==> config.mk <==
export PLATFORM = sky130hd
export DESIGN_NAME = tt_uu_paolaunisa_top0
export DESIGN_NICKNAME = d
export VERILOG_FILES = /design/src/rtl/tt_uu_paolaunisa_top0_pkg.sv /design/src/rtl/tt_uu_paolaunisa_top0_alu.sv /design/src/rtl/tt_uu_paolaunisa_top0.sv
export SDC_FILE = /design/constraint.sdc
export NUM_CORES = 1
export LEC_CHECK = 0
export BUFFER_PORTS_ARGS = -buffer_cell sky130_fd_sc_hd__buf_2
export CAP_MARGIN = 15
export CORE_MARGIN = 3
export CORE_UTILIZATION = 50
export DETAILED_ROUTE_END_ITERATION = 8
export PLACE_DENSITY = 0.85
export SETUP_SLACK_MARGIN = 0.1
export SLEW_MARGIN = 20
export SYNTH_ARGS = -nofsm -noshare
export SYNTH_HDL_FRONTEND = slang
export SYNTH_SLANG_ARGS = --single-unit
==> constraint.sdc <==
create_clock -name clk -period 6.9 [get_ports clk]
set_clock_uncertainty 0.15 [all_clocks]
set_input_delay 0.345 -clock clk [delete_from_list [all_inputs] [get_ports clk]]
set_output_delay 0.345 -clock clk [all_outputs]
set_load 0.02 [all_outputs]
==> src/rtl/tt_uu_paolaunisa_top0_pkg.sv <==
// rtl/tt_uu_paolaunisa_top0_pkg.sv - shared opcode enumeration and flag bit positions
// Purpose: types and constants shared by the accumulator top and its ALU.
package tt_uu_paolaunisa_top0_pkg;

  typedef enum logic [2:0] {
    OP_LOAD = 3'd0,
    OP_ADD  = 3'd1,
    OP_SUB  = 3'd2,
    OP_AND  = 3'd3,
    OP_OR   = 3'd4,
    OP_XOR  = 3'd5,
    OP_SHL  = 3'd6,
    OP_SHR  = 3'd7
  } opcode_e;

  // Flag positions inside uio_out
  localparam int FLAG_Z = 4;
  localparam int FLAG_C = 5;
  localparam int FLAG_N = 6;
  localparam int FLAG_V = 7;

endpackage

==> src/rtl/tt_uu_paolaunisa_top0_alu.sv <==
// rtl/tt_uu_paolaunisa_top0_alu.sv - combinational 8-bit ALU for the accumulator
// Purpose: computes next accumulator value plus carry/borrow and signed overflow.
// Ports:
//   acc    in  8  current accumulator
//   b      in  8  operand (ignored for shifts)
//   opcode in  3  operation select
//   result out 8  new accumulator value (mod 256)
//   c      out 1  carry / borrow / shifted-out bit
//   v      out 1  signed overflow (ADD/SUB only)
module paola_alu
  import tt_uu_paolaunisa_top0_pkg::*;
(
  input  logic [7:0] acc,
  input  logic [7:0] b,
  input  opcode_e    opcode,
  output logic [7:0] result,
  output logic       c,
  output logic       v
);

  logic [8:0] sum;
  logic [8:0] diff;

  assign sum  = {1'b0, acc} + {1'b0, b};
  // diff[8] is set exactly when acc < b, i.e. the borrow
  assign diff = {1'b0, acc} - {1'b0, b};

  always_comb begin
    result = 8'h00;
    c      = 1'b0;
    v      = 1'b0;
    unique case (opcode)
      OP_LOAD: result = b;
      OP_ADD: begin
        result = sum[7:0];
        c      = sum[8];
        v      = (acc[7] == b[7]) && (sum[7] != acc[7]);
      end
      OP_SUB: begin
        result = diff[7:0];
        c      = diff[8];
        v      = (acc[7] != b[7]) && (diff[7] != acc[7]);
      end
      OP_AND: result = acc & b;
      OP_OR:  result = acc | b;
      OP_XOR: result = acc ^ b;
      OP_SHL: begin
        result = {acc[6:0], 1'b0};
        c      = acc[7];
      end
      OP_SHR: begin
        result = {1'b0, acc[7:1]};
        c      = acc[0];
      end
      default: result = 8'h00;
    endcase
  end

endmodule

==> src/rtl/tt_uu_paolaunisa_top0.sv <==
// rtl/tt_uu_paolaunisa_top0.sv - accumulator with ALU and Z/C/N/V flags
// Purpose: registers ACC and flags, updated on each accepted command.
// Ports:
//   clk     in  1  clock
//   rst_n   in  1  synchronous reset, ACTIVE HIGH despite the name
//   ena     in  1  enable; 0 freezes all state
//   ui_in   in  8  operand B
//   uio_in  in  8  [2:0] opcode, [3] cmd_valid, [7:4] unused
//   uo_out  out 8  accumulator
//   uio_out out 8  [7] V, [6] N, [5] C, [4] Z, [3:0] zero
//   uio_oe  out 8  constant 8'hF0
module tt_uu_paolaunisa_top0
  import tt_uu_paolaunisa_top0_pkg::*;
(
`ifdef GL_TEST
  input  wire        VPWR,
  input  wire        VGND,
`endif
  input  logic       clk,
  input  logic       rst_n,
  input  logic       ena,
  input  logic [7:0] ui_in,
  input  logic [7:0] uio_in,
  output logic [7:0] uo_out,
  output logic [7:0] uio_out,
  output logic [7:0] uio_oe
);

  logic [7:0] acc;
  logic       flag_z, flag_c, flag_n, flag_v;
  logic [7:0] alu_result;
  logic       alu_c, alu_v;
  logic       accept;
  opcode_e    opcode;
  logic       unused_bits;

  assign opcode      = opcode_e'(uio_in[2:0]);
  assign accept      = ena && uio_in[3];
  assign unused_bits = &{1'b0, uio_in[7:4]};

  paola_alu u_alu (
    .acc    (acc),
    .b      (ui_in),
    .opcode (opcode),
    .result (alu_result),
    .c      (alu_c),
    .v      (alu_v)
  );

  // rst_n is active high; it wins over ena and cmd_valid
  always_ff @(posedge clk) begin
    if (rst_n) begin
      acc    <= 8'h00;
      flag_z <= 1'b1;
      flag_c <= 1'b0;
      flag_n <= 1'b0;
      flag_v <= 1'b0;
    end else if (accept) begin
      acc    <= alu_result;
      flag_z <= (alu_result == 8'h00);
      flag_c <= alu_c;
      flag_n <= alu_result[7];
      flag_v <= alu_v;
    end
  end

  always_comb begin
    uio_out         = 8'h00;
    uio_out[FLAG_Z] = flag_z;
    uio_out[FLAG_C] = flag_c;
    uio_out[FLAG_N] = flag_n;
    uio_out[FLAG_V] = flag_v;
  end

  assign uo_out = acc;
  assign uio_oe = 8'hF0;

endmodule

==> key figures, run 1 <==
Critical path
  – CP required: 6920 ps
  – Critical path, cell by cell: inv_1 -> ha_1 -> fa_1 -> nor3_1 -> or4_1 -> nand4_1 -> a311oi_1 -> o31ai_1 -> or4_1 -> o21ai_1
  – Worst Setup Start Kind: register
  – R2R depth: 10
  – Buf+Inv Stages, Crit Path: 1
  – Setup slack, reg-to-reg: 3740 ps
  – Family with the most delay on the worst path: simple AND/OR/NAND/NOR gates
  – Worst setup path class: register to register
  – Critical path endpoint category: register
  – R2r startpoint: uo_out[0]$_SDFFE_PP0P_
  – WP data arrival: 3180 ps
  – Crit Reg-Reg Endpoint: flag_z$_SDFFE_PP1P_
  – Critical path's most frequent cell: or4_1
  – Crit Path Max Fanout: 6
  – Max incr delay on CP: 540 ps
  – Crit-path slowest cell: or4_1

Logic synthesis
  – Post-synth top area share: 15.1%
  – Cell count after synthesis: 267
  – Synth area leader: ha_1
  – Ranking of synthesized cells by area: ha_1 15%, dfxtp_1 11%, buf_4 6.8%
  – Yosys reg bits: 11
  – Cell Area, Synth: 0.00199 mm^2
  – Post-synthesis sequential area ratio: 11.1%
  – Ys flop type: dfxtp_1
  – Synthesis Warnings: 0
  – Yosys cell types: 60
  – Post-synth ARST share: 0%
  – Number of flops mapped to enable cells by yosys: 0
  – Syn Area/Cell: 7.45 um^2

Final layout
  – Footprint of the multi-input gates: 0.00150 mm^2
  – Fillers: 376
  – Antenna diode count: 0
  – Layout area overhead: 2.58%
  – Final nets: 323
  – Fraction of layout cells with a size suffix above 1: 15.2%
  – Storage element area: 220 um^2

Clock tree
  – Clock insertion delay at the later pin of the skew report: 240 ps
  – CTS resizes: 0
  – H-Tree Depth: 1
  – Clk sinks: 11
  – Post-CTS Setup Bufs: 0
  – Hold-fix buffers, CTS: 0
  – CTS tree: yes
  – Total CTS buffers: 3
  – Clk slew on worst S/H paths: 50 ps
  – Root buf cell: clkbuf_8
  – Max clock buf depth: 2

Job
  – Max-cap violations: 0

Placement
  – I/O Buffers: 26
  – Dpl ws: 3810 ps
  – Final Wtd Congestion: 0.958
  – Post-DP HPWL: 3930 um

Timing
  – Period utilization: 45.7%
  – Worst slew pin tran: 623 ps
  – Post-Route Setup TNS: 0 ps
  – Post-layout min period: 3160 ps
  – Setup WS post-layout: 3740 ps
  – Slew headroom: 58.4%
  – F_max: 317 MHz
  – RSZ-0062 raised after global routing: false
  – Final hold vios: 0
  – Max Slew Vio Count: 0
  – Setup violations, final: 0

Routing
  – Drt pass-1 iters: 4
  – Via density: 6.02
  – Via count: 1958
  – Wire length per cell: 15.6 um
  – Number of DRC markers in iteration 0: 196
  – DRC errors left: 0
  – Final wirelength: 5080 um
  – Final ANT Viol Nets: 0

Hold path
  – Worst-case hold path end point: uo_out[1]$_SDFFE_PP0P_
  – Hold depth: 2
  – Hold Startpoint: rst_n
  – Worst Hold Class: input pin to register

Pwr
  – Clock share of power: 24.7%
  – Pwr Density: 129 mW/mm^2
  – Sw Share: 41.6%
  – Seq pwr share: 28.3%
  – Static Leak: 0.879 nW
  – Worst IR Drop VDD: 0.0000768 V
  – Switching power: 0.110 mW
  – Comb pwr share: 47.0%
  – Internal: 0.154 mW

Global routing
  – Initial antenna violation count: 0
  – Gr ovfl total: 0
  – Largest net degree at the start of global routing: 31
  – First-pass GRT wire length: 8460 um
  – Vias in the first global route: 1799
  – GRT Total Usage: 21.1%

Die
  – Die H: 69.1 um
  – Starting Density: 53.1%
  – CORE AREA: 0.00374 mm^2
  – Die width: 69.1 um
  – Ports: 43
  – Number of cell rows: 22
  – Die area: 0.00477 mm^2

Run status
  – Status: complete, no violations
power groups by stage:
stage	registers, mW	logic [mW]	clock network, mW
after floorplan	0.0765	0.102	0
after global placement	0.0754	0.117	0
after detailed placement	0.0757	0.121	0
after CTS	0.0744	0.122	0.0654
after global routing	0.0753	0.137	0.0692
final	0.0745	0.124	0.0651
worst max path at each step:
stage / start / endpoint / cells after the start
final: uo_out[0]$_SDFFE_PP0P_ / flag_z$_SDFFE_PP1P_ / 10
after global routing: uo_out[0]$_SDFFE_PP0P_ / flag_z$_SDFFE_PP1P_ / 10
after CTS: uo_out[0]$_SDFFE_PP0P_ / flag_z$_SDFFE_PP1P_ / 10
after detailed placement: uo_out[0]$_SDFFE_PP0P_ / flag_z$_SDFFE_PP1P_ / 10
after global placement: uo_out[0]$_SDFFE_PP0P_ / flag_z$_SDFFE_PP1P_ / 10
after floorplan: uo_out[0]$_SDFFE_PP0P_ / flag_z$_SDFFE_PP1P_ / 10
area by class of cell:
class	count	area share, %
Clock buffer	4	2.21
Inverter	24	4.41
Multi-Input combinational cell	212	73.3
Sequential cell	11	10.8
Tap cell	48	2.94
Timing Repair Buffer	26	6.38
cells in the mapped netlist (3+ instances only):
cell type / n
a211oi_1: 4
a21oi_1: 25
a311oi_1: 5
buf_2: 3
buf_4: 18
buf_6: 5
clkbuf_1: 3
dfxtp_1: 11
ha_1: 24
inv_1: 22
mux2_2: 3
mux2i_1: 5
nand2_1: 20
nand2b_1: 5
nand3_1: 3
nand4_1: 4
nor2_1: 25
nor2b_1: 3
nor3_1: 6
o211ai_1: 3
o21ai_0: 12
o311ai_0: 3
o31ai_1: 4
state kept, by name (all words and copies together) (netlist names):
signal / cells
flag_v: 1
uo_out: 8
flag_z: 1
flag_c: 1
metrics by stage:
step | cells | util (%) | power (mW) | hold slack, ps | instance area, um^2
finish | 325 | 54.5 | 0.263 | 265 | 2040
global route | 325 | 54.5 | 0.282 | 271 | 2040
CTS | 325 | 54.5 | 0.261 | 262 | 2040
detailed placement | 321 | 53.3 | 0.197 | 295 | 2000
global placement | 321 | 53.3 | 0.193 | 293 | 2000
floorplan | 277 | - | 0.178 | 287 | 2030
cell families (layout without fill, tap and decap cells):
| logic type | count (synthesis) | in the layout | synth area share [%] |
|---|---|---|---|
| AOI/OAI and AO/OA | 83 | 83 | 29.2 |
| and+or+nand+nor | 78 | 78 | 19.4 |
| buffers and inverters | 54 | 54 | 15.7 |
| adders and majority gates | 26 | 26 | 17.1 |
| DFF | 11 | 11 | 11.1 |
| muxes | 9 | 9 | 5.35 |
| xor gates and xnor gates | 4 | 4 | 1.76 |
| other | 2 | 12 | 0.377 |
cell usage in the layout, fill, tap and decap left out, drive strengths merged, types with 3 or more instances in the layout:
cell and n:
buf 26, a21oi 25, nor2 25, ha 24, inv 22, nand2 20
o21ai 13, conb 12, dfxtp 11, nor3 6, mux2i 5, a311oi 5
nand2b 5, a211oi 5, o31ai 4, nand4 4, nor2b 4, clkbuf 4
o311ai 3, o211ai 3, mux2 3, nand3 3, or4 3, a31oi 3
metal layers:
layer  wire length, um  vias to the layer above  track usage [%]
met5                 0                        -                0
li1                  -                      953                -
met2              2440                       92             36.2
met1              2140                      905             27.6
met4                90                        0             5.42
met3               414                        8             2.92
No activity file was read; power rests on OpenSTA's default activity.
==> inputs of run 2 (changes only) <==
==> constraint.sdc (replaced) <==
create_clock -name clk -period 3.15 [get_ports clk]
set_clock_uncertainty 0.15 [all_clocks]
set_input_delay 0.1575 -clock clk [delete_from_list [all_inputs] [get_ports clk]]
set_output_delay 0.1575 -clock clk [all_outputs]
set_load 0.02 [all_outputs]
==> run 2 against run 1 <==
  * Non-clock buffer count increased by 5
  * Register-to-register slack worse by 3500 ps
  * First-iteration DRC count grew 0.51%
  * Hold slack got worse by 180 ps
  * Final cell count rose by 1.5%
  * Worst setup slack lost 3500 ps
  * Clock-buffer cell count unchanged
  * Combinational power rose by 130%
  * Wire length grew 3.1%
  * Largest power group unchanged
  * Total power up 120%
  * Design area increased by 2.2%
  * Utilization grew 1.2 points
==> key figures, run 2 (synthesis gave the netlist of run 1 again) <==
Pwr
  – Comb pwr share: 48.8%
  – Worst IR Drop VDD: 0.000203 V
  – Final Power: 0.586 mW
  – Sw Share: 41.5%
  – Switching power: 0.243 mW
  – Internal: 0.343 mW
  – Static Leak: 0.905 nW
  – Pwr Density: 281 mW/mm^2
  – Seq pwr share: 26.9%
  – Clock share of power: 24.3%

Die
  – Ports: 43
  – Starting Density: 53.1%
  – Die area: 0.00477 mm^2
  – Die H: 69.1 um
  – Number of cell rows: 22
  – CORE AREA: 0.00374 mm^2
  – Die width: 69.1 um

Critical path
  – WP data arrival: 2900 ps
  – CP required: 3180 ps
  – Worst setup path class: register to register
  – Setup slack, reg-to-reg: 280 ps
  – Worst Setup Start Kind: register
  – Critical path endpoint category: register
  – Crit Path Max Fanout: 9

Clock tree
  – Clk slew on worst S/H paths: 50 ps
  – Clock insertion delay at the later pin of the skew report: 240 ps
  – CTS tree: yes
  – H-Tree Depth: 1
  – Root buf cell: clkbuf_8
  – Hold-fix buffers, CTS: 0
  – Max clock buf depth: 2
  – Total CTS buffers: 3
  – Post-CTS Setup Bufs: 0
  – Clk sinks: 11

Placement
  – Post-DP HPWL: 4010 um
  – Final Wtd Congestion: 0.920
  – I/O Buffers: 26
  – DP Cell Count: 326
  – Cell area after placement: 0.00203 mm^2
  – Dpl ws: 218 ps

Routing
  – Final ANT Viol Nets: 0
  – Drt pass-1 iters: 4
  – Number of DRC markers in iteration 0: 197
  – Via count: 2025
  – Final wirelength: 5240 um
  – Wire length per cell: 15.9 um
  – Via density: 6.14
  – DRC errors left: 0

Global routing
  – Initial antenna violation count: 0
  – Largest net degree at the start of global routing: 31
  – Vias in the first global route: 1878
  – GRT Total Usage: 21.2%
  – Gr ovfl total: 0
  – First-pass GRT wire length: 8470 um

Timing
  – Setup violations, final: 0
  – Slew headroom: 61.2%
  – Post-layout min period: 2870 ps
  – Worst slew pin tran: 582 ps
  – Setup WS post-layout: 277 ps
  – Post-Route Setup TNS: 0 ps
  – RSZ-0062 raised after global routing: false
  – F_max: 348 MHz
  – Final hold vios: 0
  – Max Slew Vio Count: 0
  – Period utilization: 91.2%
  – Hold WS: 82.3 ps

Final layout
  – Final nets: 328
  – Antenna diode count: 0
  – Footprint of the multi-input gates: 0.00150 mm^2
  – Layout area overhead: 4.84%
  – Util after Layout: 55.7%
  – Commonest non-fill, non-tap cell in the layout: buf_2
  – Most frequent cells in the layout: 26 x buf_2, 25 x a21oi_1, 25 x nor2_1
  – Final instance area: 0.00209 mm^2
  – Finished Layout Cells: 330
  – Storage element area: 220 um^2
  – Max reg flops: 8
  – Fillers: 371
  – Fraction of layout cells with a size suffix above 1: 17.4%

Hold path
  – Worst Hold Class: input pin to register

Run status
  – Status: complete, no violations

Job
  – Max-cap violations: 0
==> run 2: critical path, cell delays in order, from the launching register on <==
cell	delay [ps]
dfxtp_1	440
inv_1	120
ha_2	460
nor3_2	90
o311ai_0	290
nand4_1	160
a311oi_1	280
o31ai_1	160
or4_1	540
o21ai_1	120
==> run 2: layout make-up <==
| class | instances | area share [%] |
|---|---|---|
| clock buffer | 4 | 2.16 |
| sequential | 11 | 10.6 |
| multi-input combinational | 212 | 72.0 |
| tap | 48 | 2.88 |
| timing repair buffer | 31 | 8.04 |
| inverter | 24 | 4.32 |
==> run 2: power by group through the flow <==
| stage | combinational, mW | clock (mW) | sequential (mW) |
|---|---|---|---|
| final | 0.286 | 0.143 | 0.157 |
| after global routing | 0.313 | 0.150 | 0.159 |
| after global placement | 0.268 | 0 | 0.160 |
| after detailed placement | 0.278 | 0 | 0.160 |
| after floorplan | 0.223 | 0 | 0.168 |
| after CTS | 0.279 | 0.143 | 0.157 |
==> run 2: path summary, 6_finish.rpt <==
check,start,end,cells past startpoint
setup reg to reg,uo_out[2]$_SDFFE_PP0P_,flag_z$_SDFFE_PP1P_,9
hold / removal,rst_n,uo_out[5]$_SDFFE_PP0P_,2
setup / recovery,uo_out[2]$_SDFFE_PP0P_,flag_z$_SDFFE_PP1P_,9
hold reg to reg,flag_v$_SDFFE_PP0P_,flag_v$_SDFFE_PP0P_,2
==> run 2: timing repair <==
item | in CTS | in global routing
hold endpoints to repair | 0 | 0
setup endpoints to repair | 0 | 1
resized for setup | 0 | 2
==> run 2: routing by layer <==
metal	GRT usage, %	share of wire [%]	up-vias
met1	26.6	43	950
li1	-	-	965
met2	36.9	47	89
met3	3.35	6.2	21
met5	0	0	-
met4	6.94	3.0	0
